===== src/rtl/fetch_pkg.sv =====
// fetch_pkg
// Shared definitions for the instruction fetch unit: fetch FSM state
// encoding, instruction field positions and the default reset PC.
package fetch_pkg;

    typedef enum logic [1:0] {
        BOOT,
        FETCH_REQ,
        FETCH_WAIT,
        HOLD
    } fetchState_t;

    localparam int unsigned OPCODE_MSB  = 31;
    localparam int unsigned OPCODE_LSB  = 26;
    localparam int unsigned FUNCT_MSB   = 5;
    localparam int unsigned FUNCT_LSB   = 0;
    localparam int unsigned IMM16_MSB   = 15;
    localparam int unsigned IMM16_LSB   = 0;
    localparam int unsigned JADDR26_MSB = 25;
    localparam int unsigned JADDR26_LSB = 0;

    localparam logic [31:0] DEFAULT_RESET_PC = 32'h0000_0000;

endpackage


===== src/rtl/next_pc_sel.sv =====
// next_pc_sel
// Purely combinational next-PC selection for the fetch unit.
// Ports:
//   pcPlus4       in  32  PC of the retiring instruction + 4
//   instr         in  32  retiring instruction word (IR)
//   controlJump   in  1   decoder jump flag
//   controlBranch in  1   decoder branch flag
//   aluZero       in  1   ALU zero flag
//   nextPc        out 32  selected next PC (jump > taken branch > pcPlus4)
module next_pc_sel
    import fetch_pkg::*;
(
    input  logic [31:0] pcPlus4,
    input  logic [31:0] instr,
    input  logic        controlJump,
    input  logic        controlBranch,
    input  logic        aluZero,
    output logic [31:0] nextPc
);

    logic [31:0] branchOffset;
    logic [31:0] branchTarget;
    logic [31:0] jumpTarget;

    always_comb begin
        // Sign-extended word offset, already scaled to bytes.
        branchOffset = {{14{instr[IMM16_MSB]}}, instr[IMM16_MSB:IMM16_LSB], 2'b00};
        branchTarget = pcPlus4 + branchOffset;
        // Jump stays within the 256 MB region of the delay-slot address.
        jumpTarget   = {pcPlus4[31:28], instr[JADDR26_MSB:JADDR26_LSB], 2'b00};

        nextPc = pcPlus4;
        if (controlJump) begin
            nextPc = jumpTarget;
        end else if (controlBranch && aluZero) begin
            nextPc = branchTarget;
        end
    end

endmodule


===== src/rtl/instruction_fetch_unit.sv =====
// instruction_fetch_unit
// Holds the PC, fetches one instruction at a time over a valid/ready
// memory interface, latches it into the IR and presents it to the decoder.
// The decoder's branch/jump decision selects the next PC on retirement.
// Ports:
//   clk, rst_n                        clock, async active-low reset
//   imemReqValid/imemReqReady/imemAddr  fetch request (imemAddr = PC)
//   imemRespValid/imemRespData        fetch response
//   instrValid/instrAccept            IR hand-off to the decoder
//   instruction, instructionOpcode, instructionFunct  IR and its fields
//   pcOut, pcPlus4                    PC of the IR instruction and PC+4
//   controlBranch, controlJump, aluZero  next-PC decision, sampled on accept
// Optional (macro FETCH_PERF_CNT_EN):
//   retiredCount   out 32  accepted instructions
//   memStallCount  out 32  cycles waiting on memory ready/response
module instruction_fetch_unit
    import fetch_pkg::*;
#(
    parameter logic [31:0] RESET_PC = DEFAULT_RESET_PC
) (
    input  logic        clk,
    input  logic        rst_n,
    output logic        imemReqValid,
    input  logic        imemReqReady,
    output logic [31:0] imemAddr,
    input  logic        imemRespValid,
    input  logic [31:0] imemRespData,
    output logic        instrValid,
    input  logic        instrAccept,
    output logic [31:0] instruction,
    output logic [5:0]  instructionOpcode,
    output logic [5:0]  instructionFunct,
    output logic [31:0] pcOut,
    output logic [31:0] pcPlus4,
    input  logic        controlBranch,
    input  logic        controlJump,
    input  logic        aluZero
`ifdef FETCH_PERF_CNT_EN
    ,
    output logic [31:0] retiredCount,
    output logic [31:0] memStallCount
`endif
);

    fetchState_t state;
    fetchState_t nextState;
    logic [31:0] pc;
    logic [31:0] ir;
    logic [31:0] nextPc;
    logic        retire;

    next_pc_sel uNextPcSel (
        .pcPlus4       (pcPlus4),
        .instr         (ir),
        .controlJump   (controlJump),
        .controlBranch (controlBranch),
        .aluZero       (aluZero),
        .nextPc        (nextPc)
    );

    always_ff @(posedge clk or negedge rst_n) begin
        if (!rst_n) begin
            state <= BOOT;
        end else begin
            state <= nextState;
        end
    end

    always_comb begin
        nextState    = state;
        imemReqValid = 1'b0;
        instrValid   = 1'b0;
        retire       = 1'b0;
        case (state)
            BOOT: begin
                nextState = FETCH_REQ;
            end
            FETCH_REQ: begin
                imemReqValid = 1'b1;
                if (imemReqReady) begin
                    nextState = FETCH_WAIT;
                end
            end
            FETCH_WAIT: begin
                if (imemRespValid) begin
                    nextState = HOLD;
                end
            end
            HOLD: begin
                instrValid = 1'b1;
                if (instrAccept) begin
                    retire    = 1'b1;
                    nextState = FETCH_REQ;
                end
            end
            default: begin
                nextState = BOOT;
            end
        endcase
    end

    always_ff @(posedge clk or negedge rst_n) begin
        if (!rst_n) begin
            pc <= RESET_PC;
            ir <= '0;
        end else begin
            if (state == FETCH_WAIT && imemRespValid) begin
                ir <= imemRespData;
            end
            if (retire) begin
                pc <= nextPc;
            end
        end
    end

    always_comb begin
        imemAddr          = pc;
        pcOut             = pc;
        pcPlus4           = pc + 32'd4;
        instruction       = ir;
        instructionOpcode = ir[OPCODE_MSB:OPCODE_LSB];
        instructionFunct  = ir[FUNCT_MSB:FUNCT_LSB];
    end

`ifdef FETCH_PERF_CNT_EN
    always_ff @(posedge clk or negedge rst_n) begin
        if (!rst_n) begin
            retiredCount  <= '0;
            memStallCount <= '0;
        end else begin
            if (retire) begin
                retiredCount <= retiredCount + 32'd1;
            end
            if ((state == FETCH_REQ && !imemReqReady) ||
                (state == FETCH_WAIT && !imemRespValid)) begin
                memStallCount <= memStallCount + 32'd1;
            end
        end
    end
`endif

endmodule

===== config.mk =====
export PLATFORM = sky130hd
export DESIGN_NAME = instruction_fetch_unit
export DESIGN_NICKNAME = d
export VERILOG_FILES = /design/src/rtl/fetch_pkg.sv /design/src/rtl/next_pc_sel.sv /design/src/rtl/instruction_fetch_unit.sv
export SDC_FILE = /design/constraint.sdc
export NUM_CORES = 1
export LEC_CHECK = 0
export CORE_ASPECT_RATIO = 1.75
export CORE_MARGIN = 5
export CORE_UTILIZATION = 23
export CTS_CLUSTER_SIZE = 10
export DETAILED_ROUTE_END_ITERATION = 8
export PLACE_DENSITY = 0.55
export SETUP_SLACK_MARGIN = 0.05
export SYNTH_ARGS = -nofsm -noshare
export SYNTH_HDL_FRONTEND = slang
export SYNTH_HIERARCHICAL = 1
export SYNTH_SLANG_ARGS = --single-unit
export TNS_END_PERCENT = 50

===== constraint.sdc =====
create_clock -name clk -period 5.3 [get_ports clk]
set_input_delay 1.06 -clock clk [delete_from_list [all_inputs] [get_ports clk]]
set_output_delay 1.06 -clock clk [all_outputs]
set_load 0.1 [all_outputs]

==> results of run 1 <==
==> critical path, cell delays in order, from the launching register on <==
cell	delay, ps
dfrtp_1	510
ha_1	340
nand4_1	190
nor2_2	370
nand2_1	230
xnor2_4	180
ha_1	390
nand4_1	160
or4b_1	560
o22ai_2	200
nor4b_2	90
a311oi_2	340
a211oi_2	130
xor2_1	150
o21ai_1	70
mux2_2	290
mux2_2	250
==> registers in the layout (all words and copies together) (netlist names) <==
register and cells:
imemAddr 32, instruction 32, state 2
==> metrics by stage <==
| stage | hold WS [ps] | utilization | std cells | cell area, um2 | setup slack (ps) |
|---|---|---|---|---|---|
| after floorplan | 547 | - | 604 | 5800 | -9.03 |
| after global placement | 517 | 0.314 | 1029 | 7520 | 811 |
| after detailed placement | 522 | 0.314 | 1029 | 7520 | 688 |
| after CTS | 536 | 0.327 | 1045 | 7830 | 673 |
| after global routing | 565 | 0.327 | 1045 | 7830 | 431 |
| final | 531 | 0.327 | 1045 | 7830 | 743 |
==> metal layers <==
layer	track usage	share of wire	vias up
met5	0	0	-
met4	0.0467	0.022	0
met3	0.0443	0.074	25
met2	0.258	0.53	178
met1	0.154	0.37	2454
li1	-	-	2396
==> cell usage after synthesis (3+ instances only) <==
cell,instances,area share
a211oi_1,7,0.0094
a21o_1,10,0.013
a21oi_1,46,0.041
and3_1,9,0.010
buf_2,7,0.0063
buf_4,47,0.063
clkbuf_1,12,0.0081
dfrtp_1,66,0.30
ha_1,33,0.074
inv_1,12,0.0081
mux2_2,66,0.13
mux2i_1,7,0.013
nand2_1,53,0.036
nand2b_1,4,0.0045
nand3_1,18,0.016
nand4_1,13,0.015
nor2_1,30,0.020
nor2b_1,5,0.0056
nor3_1,7,0.0063
nor3b_1,3,0.0040
o21a_1,4,0.0054
o21ai_0,27,0.024
o21ai_1,12,0.011
o31a_1,3,0.0047
or3_1,3,0.0034
xnor2_1,38,0.060
xor2_1,11,0.017
==> cell families after synthesis <==
group / synth area share
buffers and inverters: 0.0905
DFF: 0.296
and+or+nand+nor: 0.156
adders and majority gates: 0.0777
xor gates and xnor gates: 0.0770
muxes: 0.146
AOI/OAI and AO/OA: 0.156
==> area by class of cell <==
class / instances / area [um2] / share of cell area
multi-input cells: 457 / 3640 / 0.465
repair buffers: 186 / 1790 / 0.229
flip-flops and latches: 66 / 1650 / 0.211
well taps: 308 / 385 / 0.0492
clock buffers: 11 / 253 / 0.0323
clock inverters: 5 / 60.1 / 0.00767
inverters: 12 / 45.0 / 0.00575
==> how the worst min path moves through the flow <==
stage | from | end | slack [ps] | cells after the start
2_1_floorplan | state[1] | state[1] | 550 | 2
6_report | instruction[20] | instruction[20] | 530 | 1
3_3_place_gp | instruction[29] | instruction[29] | 520 | 1
5_1_grt | instruction[31] | instruction[31] | 560 | 1
4_1_cts | instruction[20] | instruction[20] | 540 | 1
3_5_place_dp | instruction[20] | instruction[20] | 520 | 1
==> metrics.cfg, run 1 <==
[status]
status=finished clean

[floorplan]
die_h_um=216
die_w_um=128
start_util=0.233
core_area_mm2=0.0239
num_io_pins=182
die_area_mm2=0.0276
core.rowCount=75

[route]
dr_total_vias=5053
ant_nets=0
drc_errors=0
first_pass_iters=4
routed_via_density=4.84
wl_per_cell_um=18.7
initialDrtViolationCount=244
wirelength_um=19500

[synth]
async_flop_share=1.00
avgSynthCellArea_um2=9.22
synth-edff-count=0
yosysSeqAreaShare=0.296
ys_warn_count=6
syn_area_mm2=0.00557
ys_ff_latch=66
dominantRegCellSynth=dfrtp_1
syn_inst=604
syn-num-nets=678
synth_cell_type_count=67

[critical_path]
reg2reg_slack_ps=740
cp-startpoint=imemAddr[2]
r2r_cells=16
critPathCapture=imemAddr[24]
arrival_ps=4790
r2r-end=imemAddr[24]
crit_required_ps=5540
critPathMaxFanout=9
end_kind=flop
worstSetupStartpointType=flop
critPathKind=flop to flop
timing.rr.start=imemAddr[2]

[clock_tree]
post_cts_buffers=0
cts_tree=built
clk_pin_slew_ps=60
cts-htree-levels=3
cts_buffer_depth=2
cts-buffers-inserted=9
cts.sinks=66
hold_buffers=0
cts_resized=0
clk_latency_ps=350
root_buffer=clkbuf_16

[timing]
rsz0062_at_grt=no
min_period_ps=4560
relSlewSlack=0.290
fin_worst_skew_ps=6.46
fin_tns_setup_ps=0
hold_violations=0
worst_pin_slew_ps=1060
drv_slew=0
setup_viol=0
fin_crit_sh=0.860
clock.fmax_ghz=0.219

[placed_design]
hpwl_um=15000
portBuffers=181
place.gp.congestion=0.853

[run]
maxCapViolCount=0

[min_path]
hp-class=flop to flop

[layout]
areaGrowthSynthToFinish_pct=40.6
layout_commonest_cell=clkdlybuf4s50_1
drive_gt1_frac=0.202
nFillCells=2502
final_cell_mix=clkdlybuf4s50_1, mux2_2, dfrtp_1, nand2_1, a21oi_1
antenna_cells=0
nNetsFinal=806

[global_route]
antenna_found_initial=0
grt_max_degree=56
globalRouteOverflowTotal=0
grt_pass1_vias=5269
grt_pass1_wl_um=30100
grt_use_total=0.142

Power of run 1 is not shown: default switching activity piles up to over one toggle a cycle in this logic, so the estimate is an artifact.
==> run 2, diff against run 1 <==
--- a/config.mk
+++ b/config.mk
@@ -5,6 +5,7 @@
 export SDC_FILE = /design/constraint.sdc
 export NUM_CORES = 1
 export LEC_CHECK = 0
+export CAP_MARGIN = 5
 export CORE_ASPECT_RATIO = 1.75
 export CORE_MARGIN = 5
 export CORE_UTILIZATION = 23
==> constraint.sdc (replaced) <==
create_clock -name clk -period 5.5 [get_ports clk]
set_input_delay 1.65 -clock clk [delete_from_list [all_inputs] [get_ports clk]]
set_output_delay 1.65 -clock clk [all_outputs]
set_load 0.1 [all_outputs]
==> run 2 against run 1 <==
  * Sequential share of layout area is 0.051 points higher
  * Critical endpoint is now pcPlus4[9]
  * Clock skew is 2.3 ps higher
  * Hold slack better by 7.7 ps
  * First-iteration DRC count is 14% lower
  * Sequential cell count stayed put
  * Final area is 0.24% lower
==> metrics.cfg, run 2 (same netlist as run 1, synthesis figures left out) <==
[placed_design]
place.gp.congestion=0.878  ; +3.0%
place_inst=1030  ; +0.097%
portBuffers=181  ; unchanged
hpwl_um=15000  ; -0.47%

[floorplan]
die_h_um=216  ; unchanged
die_area_mm2=0.0276  ; unchanged
die_w_um=128  ; unchanged
core.rowCount=75  ; unchanged
start_util=0.233  ; unchanged
num_io_pins=182  ; unchanged
core_area_mm2=0.0239  ; unchanged

[layout]
nNetsFinal=807  ; +0.12%
areaGrowthSynthToFinish_pct=40.3
final_cell_mix=clkdlybuf4s50_1, mux2_2, dfrtp_1, nand2_1, a21oi_1
layout_commonest_cell=clkdlybuf4s50_1
drive_gt1_frac=0.203  ; +0.00108
nFillCells=2494  ; -0.32%
fin_cells=1046  ; +0.096%
antenna_cells=0  ; unchanged

[timing]
setup_viol=0  ; unchanged
drv_slew=0  ; unchanged
fin_crit_sh=0.842
fin_worst_skew_ps=8.71  ; +2.25 ps
fin_tns_setup_ps=0  ; unchanged
min_period_ps=4630
relSlewSlack=0.295  ; +0.00505
worst_pin_slew_ps=1050  ; -8.31 ps
rsz0062_at_grt=no
clock.fmax_ghz=0.216
hold_violations=0  ; unchanged

[global_route]
grt_pass1_wl_um=29900  ; -0.55%
globalRouteOverflowTotal=0  ; unchanged
grt_pass1_vias=5241  ; -0.53%
grt_use_total=0.140  ; -0.00139
antenna_found_initial=0  ; unchanged
grt_max_degree=67  ; +20%

[status]
status=finished clean

[clock_tree]
cts_resized=0  ; unchanged
clk_pin_slew_ps=60  ; about the same
cts-htree-levels=3  ; unchanged
post_cts_buffers=0  ; unchanged
cts.sinks=66  ; unchanged
root_buffer=clkbuf_16
clk_latency_ps=350  ; about the same
hold_buffers=0  ; unchanged
cts-buffers-inserted=9  ; unchanged
cts_buffer_depth=2  ; unchanged
cts_tree=built

[critical_path]
critPathKind=flop to output pin
crit_required_ps=3850  ; -1690 ps
path_cells=and3_1 -> and2_1 -> nand4_1 -> xnor2_2 -> clkdlybuf4s50_1
end_kind=output pin
arrival_ps=2980  ; -1810 ps
cp_slowest_cell=clkdlybuf4s50_1
critPathBufInv=1  ; +1
critPathMaxStageDelay_ps=1190  ; +630 ps
crit_family=buffers and inverters
worstSetupStartpointType=flop
critPathMaxFanout=8  ; -1

[route]
dr_total_vias=4987  ; -1.3%
routed_via_density=4.77  ; -1.4%
drc_errors=0  ; unchanged
first_pass_iters=4  ; unchanged
wirelength_um=19500  ; -0.32%
initialDrtViolationCount=211  ; -14%
ant_nets=0  ; unchanged
wl_per_cell_um=18.6  ; -0.42%

[run]
maxCapViolCount=0  ; unchanged

[min_path]
hp-class=flop to flop

[run 2: cell count changes in the layout (fill, tap and decap cells not counted), moves of 2 or more]
cell / delta
xnor2_2: +2
buf_4: +3
xnor2_4: -3
clkbuf_8: -2
clkdlybuf4s50_1: -2
bufinv_16: +2
[run 2: final timing paths]
| path | startpoint | slack (ps) | end | cells past startpoint |
|---|---|---|---|---|
| worst max-delay path | imemAddr[4] | 870 | pcPlus4[9] | 5 |
| worst min-delay path | instruction[30] | 540 | instruction[30] | 1 |
| worst max register to register | imemAddr[2] | 1000 | imemAddr[24] | 16 |
| worst min register to register | instruction[30] | 540 | instruction[30] | 1 |
| max in group asynchronous | rst_n | 3440 | instruction[11] | 1 |
| min in group asynchronous | rst_n | 1400 | imemAddr[31] | 1 |
[run 2: area by class of cell]
class,count,area (um2),share of cell area
Sequential cell,66,1650,0.211
Timing Repair Buffer,187,1800,0.230
Multi-Input combinational cell,457,3590,0.459
Inverter,12,45.0,0.00577
Clock buffer,10,229,0.0293
Clock inverter,6,115,0.0147
Tap cell,308,385,0.0493
[run 2: through the flow]
step	instance area [um2]	utilization	hold slack, ps	setup WS, ps
2_1_floorplan	5740	-	547	23.0
3_3_place_gp	7470	0.312	521	1130
3_5_place_dp	7470	0.312	529	983
4_1_cts	7810	0.326	543	864
5_1_grt	7810	0.326	563	664
6_report	7810	0.326	539	869
[run 2: per-layer routing]
metal,vias to the layer above,part of all wire,global-route usage
met5,-,0,0
met4,0,0.018,0.0411
met3,25,0.072,0.0453
met2,157,0.53,0.254
met1,2406,0.38,0.155
li1,2399,-,-
[run 2: worst reg2reg max path, delay by kind of cell (launching register included)]
family	cells	cell delay, ps
simple gates	6	1530
fa+ha+maj	2	740
compound gates	4	760
mux	2	520
xor+xnor	2	330
flops	1	500
Power of run 2 is left out for the same reason.
